<file path="src/rtl/rr_sel_scheduler_pkg.sv">
// Shared constants, state encoding and helpers for the round-robin select scheduler.
// Sized around the downstream 4:1 nibble selector.
package rr_sel_scheduler_pkg;

  localparam int NCH   = 4;
  localparam int SEL_W = 2;

  // Legacy-compatible state encoding
  localparam logic [0:0] S_IDLE  = 1'b0;
  localparam logic [0:0] S_GRANT = 1'b1;

  typedef struct packed {
    logic             found;
    logic [SEL_W-1:0] idx;
  } pick_t;

  function automatic logic [NCH-1:0] onehot(input logic [SEL_W-1:0] s);
    logic [NCH-1:0] v;
    v = {{(NCH-1){1'b0}}, 1'b1} << s;
    return v;
  endfunction

endpackage

</file>
<file path="src/rtl/rr_sel_scheduler_pick4.sv">
// Rotating-priority picker: first set request at or after ptr, wrapping 3->0.
module rr_pick4
  import rr_sel_scheduler_pkg::*;
(
  input  logic [NCH-1:0]   req,
  input  logic [SEL_W-1:0] ptr,
  output logic [SEL_W-1:0] idx,
  output logic             found
);

  // Scan from the farthest offset down so the nearest hit to ptr is kept last
  always_comb begin
    idx = ptr;
    for (int k = NCH - 1; k >= 0; k--) begin
      if (req[ptr + SEL_W'(k)]) begin
        idx = ptr + SEL_W'(k);
      end else begin
        idx = idx;
      end
    end
  end

  // Any request at all means the scan above landed on a real requester
  always_comb begin
    found = |req;
  end

endmodule

</file>
<file path="src/rtl/rr_sel_scheduler.sv">
// Round-robin scheduler driving the 2-bit select of the 4:1 nibble selector,
// with a per-grant beat quantum, valid/ready toward the consumer and per-source ack.
module rr_sel_scheduler
  import rr_sel_scheduler_pkg::*;
#(
  parameter int QUANTUM = 4,
  parameter int CNT_W   = 4
) (
  input  logic             clk,
  input  logic             rst,
  input  logic [NCH-1:0]   req,
  input  logic             out_ready,
  output logic [SEL_W-1:0] sel,
  output logic [NCH-1:0]   grant,
  output logic             out_valid,
  output logic [NCH-1:0]   ack,
  output logic             busy
);

  logic [0:0]       state_r;
  logic [SEL_W-1:0] sel_r;
  logic [NCH-1:0]   grant_r;
  logic [SEL_W-1:0] ptr_r;
  logic [CNT_W-1:0] beat_cnt_r;

  logic [NCH-1:0]   pick_req_s;
  logic [SEL_W-1:0] pick_ptr_s;
  pick_t            pick_s;
  logic             in_grant_s;
  logic             valid_s;
  logic             xfer_s;
  logic             last_beat_s;
  logic             release_s;

  // Handshake qualification and release decision for the current grant
  always_comb begin
    in_grant_s  = (state_r == S_GRANT);
    valid_s     = in_grant_s & req[sel_r];
    xfer_s      = valid_s & out_ready;
    last_beat_s = (beat_cnt_r == CNT_W'(QUANTUM - 1));
    release_s   = in_grant_s & (~req[sel_r] | (xfer_s & last_beat_s));
  end

  // On release the re-pick starts after the current owner and excludes it
  always_comb begin
    if (in_grant_s) begin
      pick_req_s = req & ~grant_r;
      pick_ptr_s = sel_r + SEL_W'(1);
    end else begin
      pick_req_s = req;
      pick_ptr_s = ptr_r;
    end
  end

  rr_pick4 u_pick (
    .req   (pick_req_s),
    .ptr   (pick_ptr_s),
    .idx   (pick_s.idx),
    .found (pick_s.found)
  );

  // State, select, grant, pointer and beat counter
  always_ff @(posedge clk) begin
    if (rst) begin
      state_r    <= S_IDLE;
      sel_r      <= {SEL_W{1'b0}};
      grant_r    <= {NCH{1'b0}};
      ptr_r      <= {SEL_W{1'b0}};
      beat_cnt_r <= {CNT_W{1'b0}};
    end else begin
      case (state_r)
        S_IDLE: begin
          if (pick_s.found) begin
            state_r    <= S_GRANT;
            sel_r      <= pick_s.idx;
            grant_r    <= onehot(pick_s.idx);
            beat_cnt_r <= {CNT_W{1'b0}};
          end
        end
        S_GRANT: begin
          if (release_s) begin
            ptr_r <= sel_r + SEL_W'(1);
            // Back-to-back handover when another source is waiting
            if (pick_s.found) begin
              sel_r      <= pick_s.idx;
              grant_r    <= onehot(pick_s.idx);
              beat_cnt_r <= {CNT_W{1'b0}};
            end else begin
              state_r    <= S_IDLE;
              grant_r    <= {NCH{1'b0}};
              beat_cnt_r <= {CNT_W{1'b0}};
            end
          end else if (xfer_s) begin
            beat_cnt_r <= beat_cnt_r + CNT_W'(1);
          end
        end
        default: begin
          state_r    <= S_IDLE;
          grant_r    <= {NCH{1'b0}};
          beat_cnt_r <= {CNT_W{1'b0}};
        end
      endcase
    end
  end

  // grant_r is the one-hot of sel during a grant, so it doubles as the ack mask
  always_comb begin
    sel       = sel_r;
    grant     = grant_r;
    busy      = in_grant_s;
    out_valid = valid_s;
    if (xfer_s) begin
      ack = grant_r;
    end else begin
      ack = {NCH{1'b0}};
    end
  end

endmodule
</file>
<file path="config.mk">
export PLATFORM = sky130hd
export DESIGN_NAME = rr_sel_scheduler
export DESIGN_NICKNAME = d
export VERILOG_FILES = /design/src/rtl/rr_sel_scheduler_pkg.sv /design/src/rtl/rr_sel_scheduler_pick4.sv /design/src/rtl/rr_sel_scheduler.sv
export SDC_FILE = /design/constraint.sdc
export NUM_CORES = 1
export LEC_CHECK = 0
export CAP_MARGIN = 20
export CORE_UTILIZATION = 49
export CTS_CLUSTER_SIZE = 24
export DETAILED_ROUTE_END_ITERATION = 12
export PLACE_DENSITY_LB_ADDON = 0.15
export SETUP_SLACK_MARGIN = 0.02
export SLEW_MARGIN = 20
export SYNTH_ARGS = -nofsm -noshare
export SYNTH_HDL_FRONTEND = slang
export SYNTH_SLANG_ARGS = --single-unit
export TNS_END_PERCENT = 5
</file>
<file path="constraint.sdc">
create_clock -name clk -period 2.3 [get_ports clk]
set_clock_uncertainty 0.05 [all_clocks]
set_input_delay 0.23 -clock clk [delete_from_list [all_inputs] [get_ports clk]]
set_output_delay 0.23 -clock clk [all_outputs]
set_load 0.02 [all_outputs]
</file>
; Word level (Yosys, flattened, before mapping)
; Index checks and enable logic that the tools add are counted.
[totals]
ff_bits = 13
wordCells = 64
[classes]
addsub = 5
order_cmp = 5
n_eq_ne = 4
shifts = 1
mux = 31
bitwise_logic = 9
n_reduce_logical = 4
[op_table]
columns = operator, count
row1 = 4-bit two-way mux, 8
row2 = 4-bit one-hot mux with 2 select lines, 2
row3 = 2-bit by 3-bit less-than comparator with 1-bit output (second input constant), 5
row4 = 2-bit two-way mux, 7
row5 = 1-bit binary-select mux with 2-bit select, 5
row6 = 1-bit two-way mux, 7
row7 = 2-bit AND reduction, 3
row8 = 2-bit by 1-bit adder with 2-bit output (second input constant), 2
row9 = 2-bit adder (second input constant), 2
row10 = 4-bit by 1-bit adder with 4-bit output (second input constant), 1
row11 = 1-bit bitwise AND, 4
row12 = 4-bit bitwise AND, 1
row13 = 4-bit by 2-bit == test with 1-bit output (second input constant), 1
row14 = 2-bit by 1-bit inequality test with 1-bit output (second input constant), 2
row15 = 4-bit NOT, 1
row16 = 2-bit one-hot mux with 2 select lines, 1
row17 = 4-bit OR reduction, 1
row18 = 1-bit by 2-bit left shift with 4-bit output (first input constant), 1
row19 = 3-bit by 1-bit inequality test with 1-bit output (second input constant), 1
row20 = 1-bit NOT, 2
row21 = 1-bit one-hot mux with 2 select lines, 1
row22 = 1-bit OR, 1

; Longest topological paths before layout
[depth]
word_depth = 13
depth_mapped = 7

; Hierarchy
; A second synthesis with hierarchy kept.
[hier_totals]
cells_unflattened = 101
area_unflattened_um2 = 847.1
[by_module_without_submodules]
columns = module, instances, cells_per_inst, area_per_inst_um2, seq_area_each_um2
row1 = rr_sel_scheduler, 1, 85, 747.0, 260.2
row2 = rr_pick4, 1, 16, 100.1, 0.0

; Worst setup path before layout
; No wires, ideal clock.
[synth_path]
path_type = register to register
start = register grant_r[0], in the netlist grant[0]
end = register beat_cnt_r[2]
arrival_ns = 1.812
t_required_ns = 2.184
setup_slack_ns = 0.372
path_stages_with_launch = 6
n_path_buf = 0
path_cell_list = dfxtp_1 -> and2b_1 -> or4_4 -> or3_4 -> a21oi_4 -> a21boi_2
[synth_via]
elab_chain_len = 6
[synth_lines]
columns = item, line_no
row1 = start: declaration, rr_sel_scheduler.sv:22  ; logic [NCH-1:0] grant_r;
row2 = start signal: assignment, rr_sel_scheduler.sv:67  ; grant_r <= {NCH{1'b0}};
row3 = start signal: assignment, rr_sel_scheduler.sv:76  ; grant_r <= onehot(pick_s.idx);
row4 = start signal: assignment, rr_sel_scheduler.sv:86  ; grant_r <= onehot(pick_s.idx);
row5 = 4-bit NOT, rr_sel_scheduler.sv:47  ; pick_req_s = req & ~grant_r;
row6 = 4-bit bitwise AND, rr_sel_scheduler.sv:47
row7 = 4-bit two-way mux, rr_sel_scheduler.sv:46  ; if (in_grant_s) begin
row8 = 4-bit OR reduction, rr_sel_scheduler_pick4.sv:25  ; found = |req;
row9 = 2-bit by 1-bit inequality test with 1-bit output (no source line), n/a
row10 = 2-bit AND reduction (no source line), n/a
row11 = end signal: assignment, rr_sel_scheduler.sv:69  ; beat_cnt_r <= {CNT_W{1'b0}};
row12 = end signal: assignment, rr_sel_scheduler.sv:77  ; beat_cnt_r <= {CNT_W{1'b0}};
row13 = end signal: assignment, rr_sel_scheduler.sv:87  ; beat_cnt_r <= {CNT_W{1'b0}};
row14 = end: declaration, rr_sel_scheduler.sv:24  ; logic [CNT_W-1:0] beat_cnt_r;
; No other way between the ends.
; A chain may end at the register's enable or synchronous reset.

; Worst setup path after layout
[layout_path]
start = input port req[1]
end = output port ack[3]
[layout_via]
elab_chain_len = 5
[layout_lines]
columns = item, line_no
row1 = start: declaration, rr_sel_scheduler.sv:11  ; input logic [NCH-1:0] req,
row2 = 1-bit binary-select mux with 2-bit select, rr_sel_scheduler.sv:38  ; valid_s = in_grant_s & req[sel_r];
row3 = 1-bit two-way mux (implied by the code), rr_sel_scheduler.sv:38
row4 = 1-bit bitwise AND, rr_sel_scheduler.sv:38
row5 = 1-bit bitwise AND, rr_sel_scheduler.sv:39  ; xfer_s = valid_s & out_ready;
row6 = 4-bit two-way mux, rr_sel_scheduler.sv:112  ; if (xfer_s) begin
row7 = end: declaration, rr_sel_scheduler.sv:16  ; output logic [NCH-1:0] ack,
; No other way between the ends. The select of a mux whose other input is x is not followed.

==> impl_metrics.toml <==
[place]
place_inst = 160
dp_slack_ns = -0.136
globalplace.congestion = 0.966
io_buffers = 18
place.detailed.hpwl_um = 1850

[routing]
drt_iter0_drc = 41
drc = 0
drt_wl_total_um = 2440
wire_per_inst_um = 14.9
drtPass1Iterations = 4
viasPerCell = 5.88
vias = 965
ant_nets = 0

[run]
cap_violations = 0

[timing]
drv_slew = 0
rsz0062_at_grt = "false"
tightest_slew_ns = 0.449
fin_crit_sh_pct = 96.3
hold-worst-slack_ns = 0.442
max_freq_mhz = 452
finalHoldViolCount = 0
setup_viol = 0
fin_crit_ns = 2.21
slew_headroom_pct = 70.0
final.setup.worst_slack_ns = 0.0852

[outcome]
status = "complete, no violations"

[final_layout]
drive_above_1_share_pct = 22.3
mostFrequentLayoutCells = "buf_4 (17), clkdlybuf4s50_1 (14), dfxtp_1 (13)"
regArea_um2 = 260
fin_nets = 148
area_delta_synth_final_pct = 37.6
insertedDiodeCount = 0
fillers = 139
multi_input_area_um2 = 626
final_common_cell = "buf_4"
final_cells = 164

[die]
fp.dieW_um = 45.1
start_util_pct = 52.8
io_pins = 19
core_region_area_um2 = 1730
fp.dieH_um = 45.1
rows = 15
dieArea_um2 = 2040

[setup_path]
crit_type = "in2out"
crit_path_start_kind = "input port"
path_max_fanout = 5
cp_data_required_time_ns = 2.02
end_kind = "output pin"
cp.arrival_ns = 1.93

[global_routing]
grt_pass1_vias = 886
grt_antenna_before_repair = 0
overflow = 0
grt_first_pass_wirelength_um = 3890
grt_util_all_layers_pct = 27.6
grt_max_degree = 13

[clock_tree]
cts.sinks = 13
cts_tree = "yes"
clk_pin_slew_worst_paths_ns = 0.08
cts_made_buffers = 3
ctsHoldBuffers = 0
clk_latency_ns = 0.29
cts-resized-gates = 4
postCtsSetupBuffers = 0
cts-root-buf = "clkbuf_4"
cts_buffer_depth = 2
cts.htree.levels = 1

[yosys]
synthXorXnorAreaFrac_pct = 0.962
synth_warnings = 0
yosys.area_share.simple_pct = 29.5
syn-num-nets = 112
postSynthCellCount = 104
synth_top_family_by_area = "compound AO/OA/AOI/OAI gates"
synth_cell_types = 47
yosys.area.top_type = "dfxtp_1"
synth_compound_area_share_pct = 33.2
synth.cell_area_um2 = 911
synth.area.top_cells = "dfxtp_1 (29%), nand3b_1 (4.1%), nor2_1 (3.7%)"
synth_top_area_share_pct = 28.6
syn_avg_cell_area_um2 = 8.76
synthMuxAreaShare_pct = 3.57
synthAdderAreaFrac_pct = 1.37
synth_seq_cells = 13
ys_seq_area_share_pct = 28.6

[power]
p_per_area_nw_per_um2 = 586
total_power_uw = 734
p_leak_uw = 0.000508
irDropWorstVdd_mv = 0.391

[worst_hold_path]
hold_path_class = "reg2reg"
cell type report:
cell class / instances / share of cell area [%]
clock buffer: 4 / 2.10
inverter: 2 / 0.599
multi-input combinational: 85 / 49.9
sequential: 13 / 20.8
tap: 25 / 2.50
timing repair buffer: 35 / 24.2
worst paths after layout:
| kind | slack, ns | to | startpoint | cells after the start |
|---|---|---|---|---|
| worst min-delay path | 0.44 | beat_cnt_r[0]$_SDFFE_PP0P_ | beat_cnt_r[0]$_SDFFE_PP0P_ | 2 |
| worst max register to register | 0.30 | grant[0]$_SDFFE_PP0P_ | busy$_SDFF_PP0_ | 6 |
| worst max-delay path | 0.09 | ack[3] | req[1] | 5 |
| worst min register to register | 0.44 | beat_cnt_r[0]$_SDFFE_PP0P_ | beat_cnt_r[0]$_SDFFE_PP0P_ | 2 |
registers in the layout (all words and copies together), names as in the netlist:
signal	flops
sel	2
ptr_r	2
beat_cnt_r	4
grant	4
busy	1
synth_stat cells, drive strengths merged:
cell / instances
a22o: 2
nor2b: 5
mux2i: 1
nand3b: 5
o31ai: 1
and3b: 2
or3b: 1
nand2: 5
mux4: 1
nor2: 9
a32o: 2
o32ai: 1
o2bb2ai: 2
a21oi: 6
o21ai: 5
a21bo: 2
o32a: 1
nand3: 2
inv: 2
or4: 1
dfxtp: 13
or4bb: 1
and3: 1
and2: 5
o2111ai: 1
a311oi: 1
or3: 4
buf: 2
o31a: 1
ha: 1
and2b: 1
nor3b: 1
a32oi: 1
xor2: 1
a21boi: 5
clkbuf: 2
nor4: 1
a211oi: 3
o21a: 2
o211ai: 1
where the power goes:
part / total (uW) / switching, uW / internal [uW]
combinational: 311 / 156 / 155
clock: 151 / 83.2 / 67.5
sequential: 273 / 25.2 / 247
total: 734 / 265 / 470
worst max-delay path, stage by stage:
cell,delay (ns)
clkdlybuf4s50_1,0.45
mux4_2,0.53
and3_1,0.25
and2_1,0.17
dlygate4sd2_1,0.31
cells by family after synthesis:
logic type               count (synthesis)
AO/OA/AOI/OAI                           37
XOR/XNOR                                 1
adder cells (fa/ha/maj)                  1
buffers and inverters                    6
flip-flops                              13
multiplexers                             2
AND/OR/NAND/NOR                         44
per-layer routing:
layer  share of wire [%]  vias up  wire (um)  global-route usage [%]
met5                   0        -          0                       0
met3                 6.6        7        160                    7.60
met2                  46       35       1130                    43.8
met1                  45      455       1100                    34.5
met4                 2.1        0         51                    13.3
li1                    -      468          -                       -
metrics by stage:
step | TNS, ns | cell area, um2 | utilization [%]
floorplan | 0 | 911 | -
global placement | -0.543 | 1230 | 71.4
detailed placement | -1.01 | 1230 | 71.4
CTS | 0 | 1250 | 72.6
global route | 0 | 1250 | 72.6
finish | 0 | 1250 | 72.6
No activity file was read; power rests on OpenSTA's default activity.
